File: src/rtl/pipe_ctrl_pkg.sv
// Shared encodings for the pipeline sequencing controller: hold levels, FSM states, reset vector.
package pipe_ctrl_pkg;

    localparam int HOLD_W = 3;

    localparam logic [HOLD_W-1:0] HOLD_NONE = 3'd0;
    localparam logic [HOLD_W-1:0] HOLD_PC   = 3'd1;
    localparam logic [HOLD_W-1:0] HOLD_IF   = 3'd2;
    localparam logic [HOLD_W-1:0] HOLD_ID   = 3'd3;

    typedef enum logic [1:0] {
        ST_RUN   = 2'd0,
        ST_FLUSH = 2'd1,
        ST_HALT  = 2'd2
    } state_t;

    localparam logic [31:0] CPU_RESET_ADDR = 32'h0000_0000;

endpackage

File: src/rtl/pipe_ctrl.sv
// Fixed-priority redirect/stall arbiter driving the PC register, with post-redirect flush sequencing.
// Zero-cycle combinational redirect; bus/EX/JTAG stalls are reflected on hold_flag_o.
module pipe_ctrl
    import pipe_ctrl_pkg::*;
#(
    parameter int ADDR_W       = 32,
    parameter int FLUSH_CYCLES = 2
) (
    input  logic              clk,
    input  logic              rst,
    input  logic              ex_jump_req_i,
    input  logic [ADDR_W-1:0] ex_jump_addr_i,
    input  logic              ex_hold_req_i,
    input  logic              trap_req_i,
    input  logic [ADDR_W-1:0] trap_addr_i,
    output logic              trap_ack_o,
    input  logic              bus_hold_req_i,
    input  logic              jtag_halt_req_i,
    output logic              jtag_halted_o,
    output logic              jump_flag_o,
    output logic [ADDR_W-1:0] jump_addr_o,
    output logic [HOLD_W-1:0] hold_flag_o,
    output logic              flush_o
);

    localparam int CNT_W = (FLUSH_CYCLES > 1) ? $clog2(FLUSH_CYCLES) : 1;
    localparam logic [CNT_W-1:0] CNT_INIT = CNT_W'(FLUSH_CYCLES - 1);

    state_t              state_q, state_d;
    logic                pend_v_q, pend_v_d;
    logic [ADDR_W-1:0]   pend_addr_q, pend_addr_d;
    logic [CNT_W-1:0]    cnt_q, cnt_d;
    logic                redir;
    logic [ADDR_W-1:0]   redir_addr;

    always_comb begin
        state_d     = state_q;
        pend_v_d    = pend_v_q;
        pend_addr_d = pend_addr_q;
        cnt_d       = cnt_q;
        redir       = 1'b0;
        redir_addr  = '0;
        jump_flag_o = 1'b0;
        jump_addr_o = '0;
        hold_flag_o = HOLD_NONE;
        flush_o     = 1'b0;
        trap_ack_o  = 1'b0;

        case (state_q)
            ST_RUN: begin
                if (bus_hold_req_i) begin
                    hold_flag_o = HOLD_ID;
                    if (ex_jump_req_i) begin
                        pend_v_d    = 1'b1;
                        pend_addr_d = ex_jump_addr_i;
                    end
                end else if (trap_req_i) begin
                    redir      = 1'b1;
                    redir_addr = trap_addr_i;
                    trap_ack_o = 1'b1;
                    pend_v_d   = 1'b0;
                end else if (pend_v_q) begin
                    redir      = 1'b1;
                    redir_addr = pend_addr_q;
                    pend_v_d   = 1'b0;
                end else if (ex_jump_req_i) begin
                    redir      = 1'b1;
                    redir_addr = ex_jump_addr_i;
                end else if (jtag_halt_req_i) begin
                    hold_flag_o = HOLD_ID;
                    state_d     = ST_HALT;
                end else if (ex_hold_req_i) begin
                    hold_flag_o = HOLD_ID;
                end
            end

            // EX jumps are dropped here: the instruction that raised them was killed.
            ST_FLUSH: begin
                flush_o = 1'b1;
                if (bus_hold_req_i) begin
                    hold_flag_o = HOLD_ID;
                end else if (trap_req_i) begin
                    redir      = 1'b1;
                    redir_addr = trap_addr_i;
                    trap_ack_o = 1'b1;
                    pend_v_d   = 1'b0;
                end else if (cnt_q == '0) begin
                    state_d = ST_RUN;
                end else begin
                    cnt_d = cnt_q - CNT_W'(1);
                end
            end

            ST_HALT: begin
                hold_flag_o = HOLD_ID;
                if (ex_jump_req_i) begin
                    pend_v_d    = 1'b1;
                    pend_addr_d = ex_jump_addr_i;
                end
                if (!jtag_halt_req_i) begin
                    state_d = ST_RUN;
                end
            end

            default: begin
                state_d = ST_RUN;
            end
        endcase

        // Jump and ID hold coexist; the PC register gives the jump precedence.
        if (redir) begin
            jump_flag_o = 1'b1;
            jump_addr_o = redir_addr;
            flush_o     = 1'b1;
            hold_flag_o = HOLD_ID;
            cnt_d       = CNT_INIT;
            state_d     = ST_FLUSH;
        end

        if (rst) begin
            jump_flag_o = 1'b0;
            jump_addr_o = '0;
            hold_flag_o = HOLD_NONE;
            flush_o     = 1'b0;
            trap_ack_o  = 1'b0;
        end
    end

    always_ff @(posedge clk or posedge rst) begin
        if (rst) begin
            state_q       <= ST_RUN;
            pend_v_q      <= 1'b0;
            pend_addr_q   <= ADDR_W'(CPU_RESET_ADDR);
            cnt_q         <= '0;
            jtag_halted_o <= 1'b0;
        end else begin
            state_q       <= state_d;
            pend_v_q      <= pend_v_d;
            pend_addr_q   <= pend_addr_d;
            cnt_q         <= cnt_d;
            jtag_halted_o <= (state_d == ST_HALT);
        end
    end

endmodule

File: config.mk
export PLATFORM = sky130hd
export DESIGN_NAME = pipe_ctrl
export DESIGN_NICKNAME = d
export VERILOG_FILES = /design/src/rtl/pipe_ctrl_pkg.sv /design/src/rtl/pipe_ctrl.sv
export SDC_FILE = /design/constraint.sdc
export NUM_CORES = 1
export LEC_CHECK = 0
export CORE_ASPECT_RATIO = 0.75
export CORE_UTILIZATION = 48
export DETAILED_ROUTE_END_ITERATION = 6
export DONT_BUFFER_PORTS = 1
export PLACE_DENSITY = 0.68
export SYNTH_ARGS = -nofsm -noshare
export SYNTH_HDL_FRONTEND = slang
export SYNTH_SLANG_ARGS = --single-unit
File: constraint.sdc
create_clock -name clk -period 4.85 [get_ports clk]
set_input_delay 0.2425 -clock clk [delete_from_list [all_inputs] [get_ports clk]]
set_output_delay 0.2425 -clock clk [all_outputs]
set_load 0.05 [all_outputs]
Yosys cells after proc, flatten, opt, wreduce, memory -nomap -nowiden
Index checks and enable logic that the tools add are counted.
W data, S select, Z words.

storage, ports and cells
  register bits after elaboration = 37
  RAM bits = 0
  bits in latches = 0
  word-level logic and storage cells = 79
  output and inout port bits = 39
  memories = 0
  memory bits (read-only) = 0
  input port bits = 71

cells by class
  bitwise gates (word level) = 0
  shifts and indexed selects = 0
  equal/unequal tests = 8
  divide/modulo/power cells = 0
  multipliers = 0
  reductions and logical operators = 8
  magnitude comparators = 0
  muxes and demuxes = 57
  add/subtract/negate cells = 1

operators with widths
  cell                   count
  $mux W32               10
  $pmux W32 S2           2
  $mux W2                17
  $mux W1                22
  $pmux W2 S3            2
  $mux W3                2
  $ne A2 B2 Y1 const B   3
  $reduce_and A3 Y1      2
  $eq A2 B2 Y1 const B   2
  $ne A2 B1 Y1 const B   2
  $reduce_bool A2 Y1     2
  $pmux W1 S3            1
  $reduce_bool A3 Y1     1
  $eq A2 B1 Y1 const B   1
  $logic_not A2 Y1       1
  $pmux W1 S2            1
  $reduce_and A2 Y1      1
  $reduce_or A2 Y1       1
  $sub A1 B1 Y1 const B  1

Logic depth before layout (Yosys ltp)
Gate-level depths: netlist (run 1).

  depth after elaboration = 9
  mapped depth = 8
  gate-level depth less buffers = 6

Least setup slack after synthesis (run 1)
Ideal clock, no wire load.

  path type = input port to output port
  start point = input port rst
  end point = output port jump_addr_o[22]
  slack = 2.533 ns
  arrival time = 2.074 ns
  cell stages on the path = 4
  buffers on the path = 1
  required time = 4.608 ns
  cell sequence = inv_1 nand2_4 buf_6 nor2_1

between the ends
  word-level cells in the longest chain between the ends = 1

ends and longest elaborated chain
  element             RTL line          text
  start: declaration  pipe_ctrl.sv:10   input logic rst,
  $mux W32            pipe_ctrl.sv:120  if (rst) begin
  end: declaration    pipe_ctrl.sv:21   output logic [ADDR_W-1:0] jump_addr_o,

Every way passes these cells.

Final worst setup path (run 1)
  start point = register state_q[0]
  end point = output port jump_addr_o[0]

between the ends
  word-level cells in the longest chain between the ends = 4
  elaborated cells on any way between the ends = 6
  those cells by class = eq/ne: 1; mux: 4; reduce/logical: 1

ends and longest elaborated chain
  element                                           RTL line          text
  start: declaration                                pipe_ctrl.sv:29   state_t state_q, state_d;
  start signal: assignment                          pipe_ctrl.sv:137  state_q <= state_d;
  $eq A2 B1 Y1 or $logic_not A2 Y1 (tied branches)  pipe_ctrl.sv:49   case (state_q)
  $pmux W32 S2 or $pmux W1 S2 (tied branches)       pipe_ctrl.sv:49
  $mux W32 (*)                                      pipe_ctrl.sv:111  if (redir) begin
  $mux W32 (*)                                      pipe_ctrl.sv:120

Mark *: on every way between the ends. The rest lies on a longest branch, timed or not.

==> results of run 1 <==
[Yosys cell counts]
cell type | count | area (um^2)
inv_2 | 2 | 7.51
mux2i_1 | 1 | 10.0
mux2_2 | 5 | 56.3
nor2_4 | 1 | 11.3
conb_1 | 1 | 3.75
a22oi_1 | 32 | 240
nand3_1 | 1 | 5.00
mux2_1 | 29 | 327
o21ai_0 | 2 | 10.0
o31ai_2 | 1 | 12.5
nor3_4 | 1 | 16.3
o21ai_1 | 1 | 5.00
inv_1 | 5 | 18.8
nand4_1 | 1 | 6.26
and2_1 | 1 | 6.26
a211oi_1 | 1 | 7.51
nand2b_2 | 1 | 8.76
a21oi_1 | 3 | 15.0
a21oi_2 | 1 | 8.76
nor2_2 | 1 | 6.26
nor2_1 | 35 | 131
dfrtp_1 | 37 | 926
o21a_1 | 1 | 7.51
nand2b_1 | 2 | 12.5
a31oi_1 | 1 | 6.26
a211oi_2 | 1 | 12.5
nand2_4 | 1 | 11.3
nand2_2 | 1 | 6.26
nand2_1 | 4 | 15.0
o31a_1 | 1 | 8.76
nor3_1 | 1 | 5.00
ha_1 | 4 | 50.1
buf_2 | 10 | 50.1
or3_1 | 1 | 6.26
buf_4 | 3 | 22.5
o21ai_2 | 3 | 26.3
o221ai_1 | 1 | 8.76
mux2_4 | 30 | 450
buf_6 | 7 | 78.8
a21oi_4 | 1 | 16.3
[layout by cell type (no fill, tap or decap), types with 2 or more instances in the layout]
| cell type | n |
|---|---|
| mux2_2 | 5 |
| o21ai_2 | 3 |
| nand2_1 | 4 |
| nor2_1 | 35 |
| clkbuf_8 | 5 |
| nand2b_1 | 2 |
| mux2_1 | 29 |
| a22oi_1 | 32 |
| inv_2 | 2 |
| mux2_4 | 30 |
| clkinv_2 | 2 |
| o21ai_0 | 2 |
| buf_4 | 3 |
| inv_1 | 5 |
| a21oi_1 | 3 |
| dfrtp_1 | 37 |
| ha_1 | 4 |
[logic make-up after synthesis]
group,count (synthesis),synth area share [%]
multiplexers,65,32.0
AND/OR/NAND/NOR,52,9.41
AO/OA/AOI/OAI,50,14.6
flip-flops,37,35.2
buffers and inverters,27,6.75
adder cells (fa/ha/maj),4,1.90
other,1,0.142
[registers in the layout (all words and copies together) (netlist names)]
register and cells:
pend_addr_q 32, state_q 2, cnt_q 1, jtag_halted_o 1, pend_v_q 1
[per-layer routing]
layer / up-vias / routed length (um) / global-route usage (%)
met5: - / 0 / 0
met2: 72 / 2240 / 29.2
met4: 0 / 38 / 5.53
met3: 5 / 418 / 4.99
met1: 809 / 2350 / 23.9
li1: 827 / - / -
[metrics by stage]
step | std cells | setup WS, ns | power [W] | cell area, um^2
floorplan | 236 | 2.53 | 0.00119 | 2630
detailed placement | 291 | 1.67 | 0.00126 | 2590
global route | 300 | 1.12 | 0.00156 | 2690
CTS | 300 | 1.35 | 0.00147 | 2690
global placement | 291 | 1.77 | 0.00125 | 2590
finish | 300 | 1.37 | 0.00146 | 2690
[worst max-delay path by stage]
stage / startpoint / end / slack (ns) / cells after the start
2_1_floorplan: rst / jump_addr_o[22] / 2.53 / 4
3_3_place_gp: state_q[1] / jump_addr_o[0] / 1.77 / 6
3_5_place_dp: state_q[0] / jump_addr_o[0] / 1.67 / 6
4_1_cts: state_q[0] / jump_addr_o[0] / 1.35 / 6
5_1_grt: state_q[1] / jump_addr_o[11] / 1.12 / 6
6_report: state_q[0] / jump_addr_o[0] / 1.37 / 6
[power by group through the flow]
| stage | logic, W | clock network (W) | registers (W) |
|---|---|---|---|
| finish | 0.000711 | 0.000201 | 0.000544 |
| global route | 0.000770 | 0.000226 | 0.000563 |
| CTS | 0.000719 | 0.000211 | 0.000543 |
| detailed placement | 0.000718 | 0 | 0.000542 |
| global placement | 0.000708 | 0 | 0.000540 |
| floorplan | 0.000666 | 0 | 0.000519 |
[layout make-up]
| type | instances | area share (%) |
|---|---|---|
| sequential | 37 | 34.5 |
| multi-input combinational | 172 | 56.9 |
| tap | 72 | 3.35 |
| inverter | 7 | 0.978 |
| timing repair buffer | 4 | 1.21 |
| clock inverter | 2 | 0.372 |
| clock buffer | 6 | 2.70 |
==> run metrics, run 1 <==
TritonCTS clock tree yes; GRT overflow 0; slowest stage delay, CP around 0.94 ns; setup violators final 0; Final Util between 50% and 60%; Yosys reg bits 37; IO Pins 110; HPWL Detailed between 3000 and 4000 um; largest net degree at the start of global routing 39; area occupied by multi-input gates 1530 um^2; CTS Buf Count 5; Worst path slowest cell nor3_4; Worst Path Required between 4 and 5 ns; Pleak approximately 1.1 nW; FF-to-FF Start state_q[0]; Mapped Area 2630 um^2; Die H 66.2 um; min cycle time layout 3.48 ns; GRT Resource Usage Total between 15 and 20%; Largest delay share family, worst path simple AND/OR/NAND/NOR gates; RD Place Congestion 0.877; area grow syn2layout 2.04%; Die X between 80 and 90 um; via count roughly 1,700; initial antenna violation count 0; Gate Count Post-Synth 236; number of cell rows 22; Pins Over Slew Limit 0; kind of critical path flop to output pin; worst clock skew around 0.0067 ns; CP endpoint kind output pin; first-pass GRT wire length 7950 um; Max Cap Viol 0; core area 5090 um^2; pwr/cell area around 540 nW/um^2; setup TNS 0 ns; worst hold path type input pin to flop; r2r setup slk 2.45 ns; wire per inst approximately 17 um; CP Max Fanout 32; post-synthesis sequential area ratio between 30% and 40%; cell internal pwr approximately 0.0009 W; post-cts resize count 0; Final Hold Fails 0; Hold Crit Depth 1; worst relative slew slack between 20% and 30%; WP data arrival between 3 and 4 ns; Bufs and invs on worst path 1; Setup crit start kind flop; layout cells sized above 1 26.3%; Reg-to-Reg End pend_addr_q[20]; Antenna Nets Post-Route 0; Clock Sink Count 37; WHS approximately 0.10 ns; hold path start ex_jump_addr_i[10]; Hold Buf Count CTS 1; Gate power share a little under 50%; vias in the first global route between 1,500 and 2,000; initial drt markers 89; DRC 0; sw frac a little under two fifths; VDD IR max about 190 uV; clock-pin slew on the worst setup and hold paths roughly 0.07 ns; period utilization approximately 70%; Clk pwr share between 10 and 15%; Avg Vias per Cell around 5.7; worst skew pair latency approximately 0.28 ns; clk root buf clkbuf_8; Mapped Nets slightly above 300; outcome completed; sw power between 0.0005 and 0.0006 W; fill count approximately 460; Syn Area/Cell between 10 and 15 um^2; die area ~5800 um^2; Layout Nets 302; Pre-antenna DRT Iters 4; final wirelength between 5000 and 6000 um; htree depth 2; Post-CTS Setup Inserts 0; # port buffers 0; highest achievable clock rate approximately 290 MHz; part of the power in registers a little under two fifths; WHS Endpoint pend_addr_q[10]; Reg area a little over 900 um^2; Warnings, synthesis 0; initial core utilization between 50 and 60%; Cell variety after synth 40; ant diodes 0; crit-path cells inv_1 > ha_1 > o21ai_2 > nor3_4 > a22oi_1 > nor2_1; Worst-Margin Slew about 1.2 ns; R2R depth 6; CTS max path bufs 2; RSZ-0062 raised after global routing false
Note: power is estimated with default switching activity, not from simulation.
==> inputs of run 2 (changes only) <==
--- a/config.mk
+++ b/config.mk
@@ -9,7 +9,7 @@
 export CORE_UTILIZATION = 48
 export DETAILED_ROUTE_END_ITERATION = 6
 export DONT_BUFFER_PORTS = 1
-export PLACE_DENSITY = 0.68
+export PLACE_DENSITY = 0.7
 export SYNTH_ARGS = -nofsm -noshare
 export SYNTH_HDL_FRONTEND = slang
 export SYNTH_SLANG_ARGS = --single-unit
==> constraint.sdc (replaced) <==
create_clock -name clk -period 3.2 [get_ports clk]
set_input_delay 0.16 -clock clk [delete_from_list [all_inputs] [get_ports clk]]
set_output_delay 0.16 -clock clk [all_outputs]
set_load 0.05 [all_outputs]
==> run 2 against run 1 <==
Via count increased by 12%. Register-to-register slack got worse by 1.6 ns. Final cell count increased by 12%. Critical endpoint is now jump_addr_o[30]. Largest power group unchanged. Highest routed layer unchanged.
==> run metrics, run 2 (synthesis results as in run 1) <==
final wirelength 5610 um; commonest non-fill, non-tap cells in the layout 40 x buf_4, 37 x dfrtp_1, 35 x nor2_1; max reg flops 32; Die H between 60 and 70 um; post-cts resize count 0; HPWL Detailed between 4000 and 5000 um; Pins Over Slew Limit 0; fill count approximately 430; wire per inst between 15 and 20 um; core area 5090 um^2; first-pass GRT wire length 8830 um; r2r setup slk slightly above 0.8 ns; Max Cap Viol 0; layout cells sized above 1 37.0%; min cycle time layout 2.71 ns; IO Pins 110; VDD IR max between 200 and 300 uV; clock-pin slew on the worst setup and hold paths about 0.070 ns; GRT Resource Usage Total 20.1%; worst relative slew slack around half; Avg Vias per Cell between 5 and 6; commonest non-fill, non-tap cell in the layout buf_4; R2R depth 7; Layout Nets around 340; CP Max Fanout 32; period utilization 84.7%; TritonCTS clock tree yes; Final Hold Fails 0; CTS max path bufs 2; clk root buf clkbuf_8; Worst-Margin Slew around 0.75 ns; WP data arrival approximately 2.6 ns; GRT overflow 0; Pre-antenna DRT Iters 4; final std cells w/o fill between 300 and 400; Antenna Nets Post-Route 0; via count around 1,900; CP endpoint kind output pin; worst clock skew 0.00288 ns; Setup crit start kind flop; Die X roughly 90 um; FF-to-FF Start state_q[1]; die area between 5000 and 6000 um^2; outcome completed; Worst Path Required ~3.0 ns; RSZ-0062 raised after global routing false; Worst Setup EP jump_addr_o[30]; pwr/cell area 762 nW/um^2; vias in the first global route 1,825; number of cell rows 22; initial antenna violation count 0; highest achievable clock rate 369 MHz; Reg-to-Reg End pend_addr_q[7]; kind of critical path flop to output pin; htree depth 2; setup TNS 0 ns; placed insts 328; ant diodes 0; initial drt markers 68; initial core utilization approximately half; Clock Sink Count 37; RD Place Congestion between 0.8 and 0.9; Pleak 1.34 nW; setup violators final 0; worst hold path type input pin to flop; Largest Register pend_addr_q; area grow syn2layout 12.7%; DRC 0; CTS Buf Count 5; Largest regs pend_addr_q: 32 flops, state_q: 2 flops; worst skew pair latency between 0.2 and 0.3 ns; # port buffers 0; largest net degree at the start of global routing 38; CP startpoint state_q[1]
==> run 2: changes by cell type in the layout (fill, tap and decap cells not counted) <==
cell	previous run	this run
clkinvlp_4	0	1
inv_1	5	4
clkbuf_1	1	0
buf_4	3	40
clkinv_1	0	1
==> run 2: layout make-up <==
type	instances	area [um^2]	area share, %
Timing Repair Buffer	41	310	10.5
Clock inverter	3	17.5	0.590
Clock buffer	5	68.8	2.32
Sequential cell	37	926	31.2
Multi-Input combinational cell	172	1530	51.5
Tap cell	72	90.1	3.03
Inverter	7	26.3	0.885
==> run 2: metrics by stage <==
stage | worst slack [ns] | util [%] | instance area, um^2 | hold WS, ns | total power [W]
after global placement | 0.927 | 56.4 | 2870 | 0.232 | 0.00192
after floorplan | 1.04 | - | 2630 | 0.309 | 0.00180
after detailed placement | 0.813 | 56.4 | 2870 | 0.240 | 0.00195
after CTS | 0.501 | 58.3 | 2970 | 0.0154 | 0.00228
after global routing | 0.258 | 58.3 | 2970 | 0.00670 | 0.00242
final | 0.490 | 58.3 | 2970 | 0.0259 | 0.00226
==> run 2: worst min-delay path by stage <==
| stage | start | endpoint | slack, ns | depth (start not counted) |
|---|---|---|---|---|
| floorplan | ex_jump_addr_i[0] | pend_addr_q[0] | 0.31 | 1 |
| global placement | rst | cnt_q | 0.23 | 2 |
| detailed placement | rst | pend_addr_q[12] | 0.24 | 2 |
| CTS | ex_jump_addr_i[23] | pend_addr_q[23] | 0.02 | 1 |
| global route | ex_jump_addr_i[23] | pend_addr_q[23] | 0.007 | 1 |
| finish | ex_jump_addr_i[1] | pend_addr_q[1] | 0.03 | 1 |
==> run 2: worst max-delay path, stage by stage, from the launching register on <==
cell     delay (ns)
dfrtp_1        0.44
inv_1          0.11
ha_1           0.43
nor2_2         0.11
nor2_4         0.62
a22oi_1        0.20
nor2_1         0.14
buf_4          0.21
==> run 2: what timing repair did <==
| action | 4_1_cts | 5_1_grt |
|---|---|---|
| hold buffers | 1 | 0 |
| hold endpoints to repair | 37 | 0 |
| setup buffers | 0 | 0 |
| setup endpoints to repair | 0 | 0 |
==> run 2: metal layers <==
layer  vias up  GRT usage, %  wire length (um)
met4         0          3.07                21
met3         4          4.87               462
met1       914          26.5              2560
li1        904             -                 -
met2        98          34.3              2570
met5         -             0                 0
==> run 2: report_power, final <==
| part | total, W | switching (W) | internal, W |
|---|---|---|---|
| combinational | 0.00110 | 0.000522 | 0.000574 |
| clock | 0.000308 | 0.000158 | 0.000150 |
| sequential | 0.000858 | 0.000163 | 0.000695 |
==> inputs of run 3 (changes only) <==
==> constraint.sdc (replaced) <==
create_clock -name clk -period 2.36 [get_ports clk]
set_input_delay 0.118 -clock clk [delete_from_list [all_inputs] [get_ports clk]]
set_output_delay 0.118 -clock clk [all_outputs]
set_load 0.05 [all_outputs]
==> run 3 against run 2 <==
Design area is 16% higher. Clock skew grew 0.0031 ns. Non-clock buffer count rose by 41. First-iteration DRC count rose by 15%. Die area stayed put. Routed wire length is 12% higher. Final cell count is 12% higher. Critical endpoint is now jump_addr_o[22].
==> run metrics, run 3 (synthesis results as in run 1) <==
outcome completed; CP startpoint state_q[1]; HPWL Detailed ~3900 um; FF-to-FF Start state_q[1]; setup TNS 0 ns; Antenna Nets Post-Route 0; RD Place Congestion 0.865; commonest non-fill, non-tap cells in the layout 44 x buf_4, 37 x dfrtp_1, 35 x nor2_1; via count roughly 2,100; first-pass GRT wire length around 9500 um; VDD IR max 416 uV; RSZ-0062 raised after global routing false; number of cell rows 22; R2R depth 8; Die H about 66 um; grt met1 use just under 30%; Clock Sink Count 37; Final Hold Fails 0; Pre-antenna DRT Iters 4; htree depth 2; Worst Setup EP jump_addr_o[22]; min cycle time layout 2.19 ns; largest net degree at the start of global routing 38; WP data arrival between 2 and 2.5 ns; Largest delay share family, worst path buffers and inverters; Setup crit start kind flop; period utilization slightly above 90%; Pleak ~1.5 nW; Reg-to-Reg End pend_addr_q[16]; wire per inst approximately 17 um; GRT busiest layer met2; GRT Resource Usage Total between 20% and 30%; commonest non-fill, non-tap cell in the layout buf_4; met3 GRT Util between 5 and 6%; Largest Register pend_addr_q; CP Max Fanout 18; r2r setup slk 0.45 ns; Avg Vias per Cell around 5.4; final wirelength 6260 um; Bufs and invs on worst path 3; worst hold path type input pin to flop; CTS max path bufs 2; core area just over 5000 um^2; crit-path cells inv_1 > ha_2 > o21ai_2 > nor3_4 > buf_12 > a22oi_1 > nor2_1 > buf_4; initial drt markers 78; TritonCTS clock tree yes; worst clock skew 0.00594 ns; area grow syn2layout 31.0%; max reg flops 32; CP endpoint kind output pin; slowest stage delay, CP 0.43 ns; Largest regs pend_addr_q: 32 flops, state_q: 2 flops; highest achievable clock rate 457 MHz; WP depth 8; ant diodes 0; CTS Buf Count 5; fill count approximately 410; Die X just under 90 um; Reg area 926 um^2; layout cells sized above 1 between 30% and 40%; worst skew pair latency around 0.28 ns; kind of critical path flop to output pin; clk root buf clkbuf_8; vias in the first global route between 1,500 and 2,000; Worst path slowest cell dfrtp_1; Worst Path Required approximately 2.2 ns; GRT overflow 0; initial antenna violation count 0; IO Pins 110; setup violators final 0; Max Cap Viol 0; DRC 0; initial core utilization between 50% and 60%; pwr/cell area approximately 950 nW/um^2; met2 Usage GRT 36.5%; Layout Nets between 300 and 400; area occupied by multi-input gates around 1600 um^2; Pins Over Slew Limit 0; Tot Pwr approximately 0.0033 W; clock-pin slew on the worst setup and hold paths approximately 0.080 ns; # port buffers 0; die area 5790 um^2
run 3: changes by cell type in the layout (fill, tap and decap cells not counted), sizes merged:
| cell | before | now |
|---|---|---|
| clkbuf | 5 | 6 |
| buf | 40 | 48 |
| nor2 | 37 | 38 |
| clkinvlp | 1 | 0 |
| dlygate4sd3 | 1 | 34 |
run 3: worst reg2reg max path: stages (launching register included):
cell     delay, ns
dfrtp_1       0.42
inv_1         0.09
ha_2          0.24
buf_4         0.17
nand2_1       0.08
o21ai_2       0.06
nand2_2       0.06
buf_4         0.33
mux2_4        0.35
run 3: what timing repair did:
item / 4_1_cts / 5_1_grt
setup endpoints to repair: 32 / 32
cloned: 1 / 0
hold buffers: 34 / 0
setup buffers: 1 / 4
pin swaps: 1 / 2
gates resized for setup: 1 / 4
hold endpoints to repair: 70 / 0
run 3: layout make-up:
cell class / instances / share of cell area (%)
multi-input combinational: 173 / 45.2
sequential: 37 / 26.8
timing repair buffer: 82 / 21.8
tap: 72 / 2.61
clock buffer: 6 / 2.39
inverter: 7 / 0.762
clock inverter: 2 / 0.399
run 3: how the worst min path moves through the flow:
stage                                 start               to  slack [ns]  depth (start not counted)
after floorplan           ex_jump_addr_i[0]   pend_addr_q[0]        0.27                          1
after global placement                  rst  pend_addr_q[31]        0.19                          2
after detailed placement                rst  pend_addr_q[31]        0.19                          2
after CTS                   jtag_halt_req_i       state_q[1]        0.03                          2
after global routing        jtag_halt_req_i       state_q[1]        0.05                          2
final                       jtag_halt_req_i       state_q[1]        0.05                          2
run 3: metal layers:
layer | part of all wire (%) | vias up
met4 | 0.42 | 0
met3 | 6.9 | 2
met2 | 47 | 81
li1 | - | 987
met5 | 0 | -
met1 | 46 | 981
run 3: stage by stage:
stage	cell area [um^2]	setup WS, ns	hold slack, ns	instances	util, %
detailed placement	2920	0.156	0.194	331	57.3
finish	3450	0.172	0.0465	379	67.7
floorplan	2630	0.245	0.267	236	-
global route	3450	0.0177	0.0516	379	67.7
CTS	3380	0.0355	0.0329	375	66.3
global placement	2920	0.252	0.189	331	57.3
run 3: report_power, final:
part,switching (W),internal [W]
sequential,0.000190,0.000943
clock,0.000220,0.000236
combinational,0.000795,0.000904
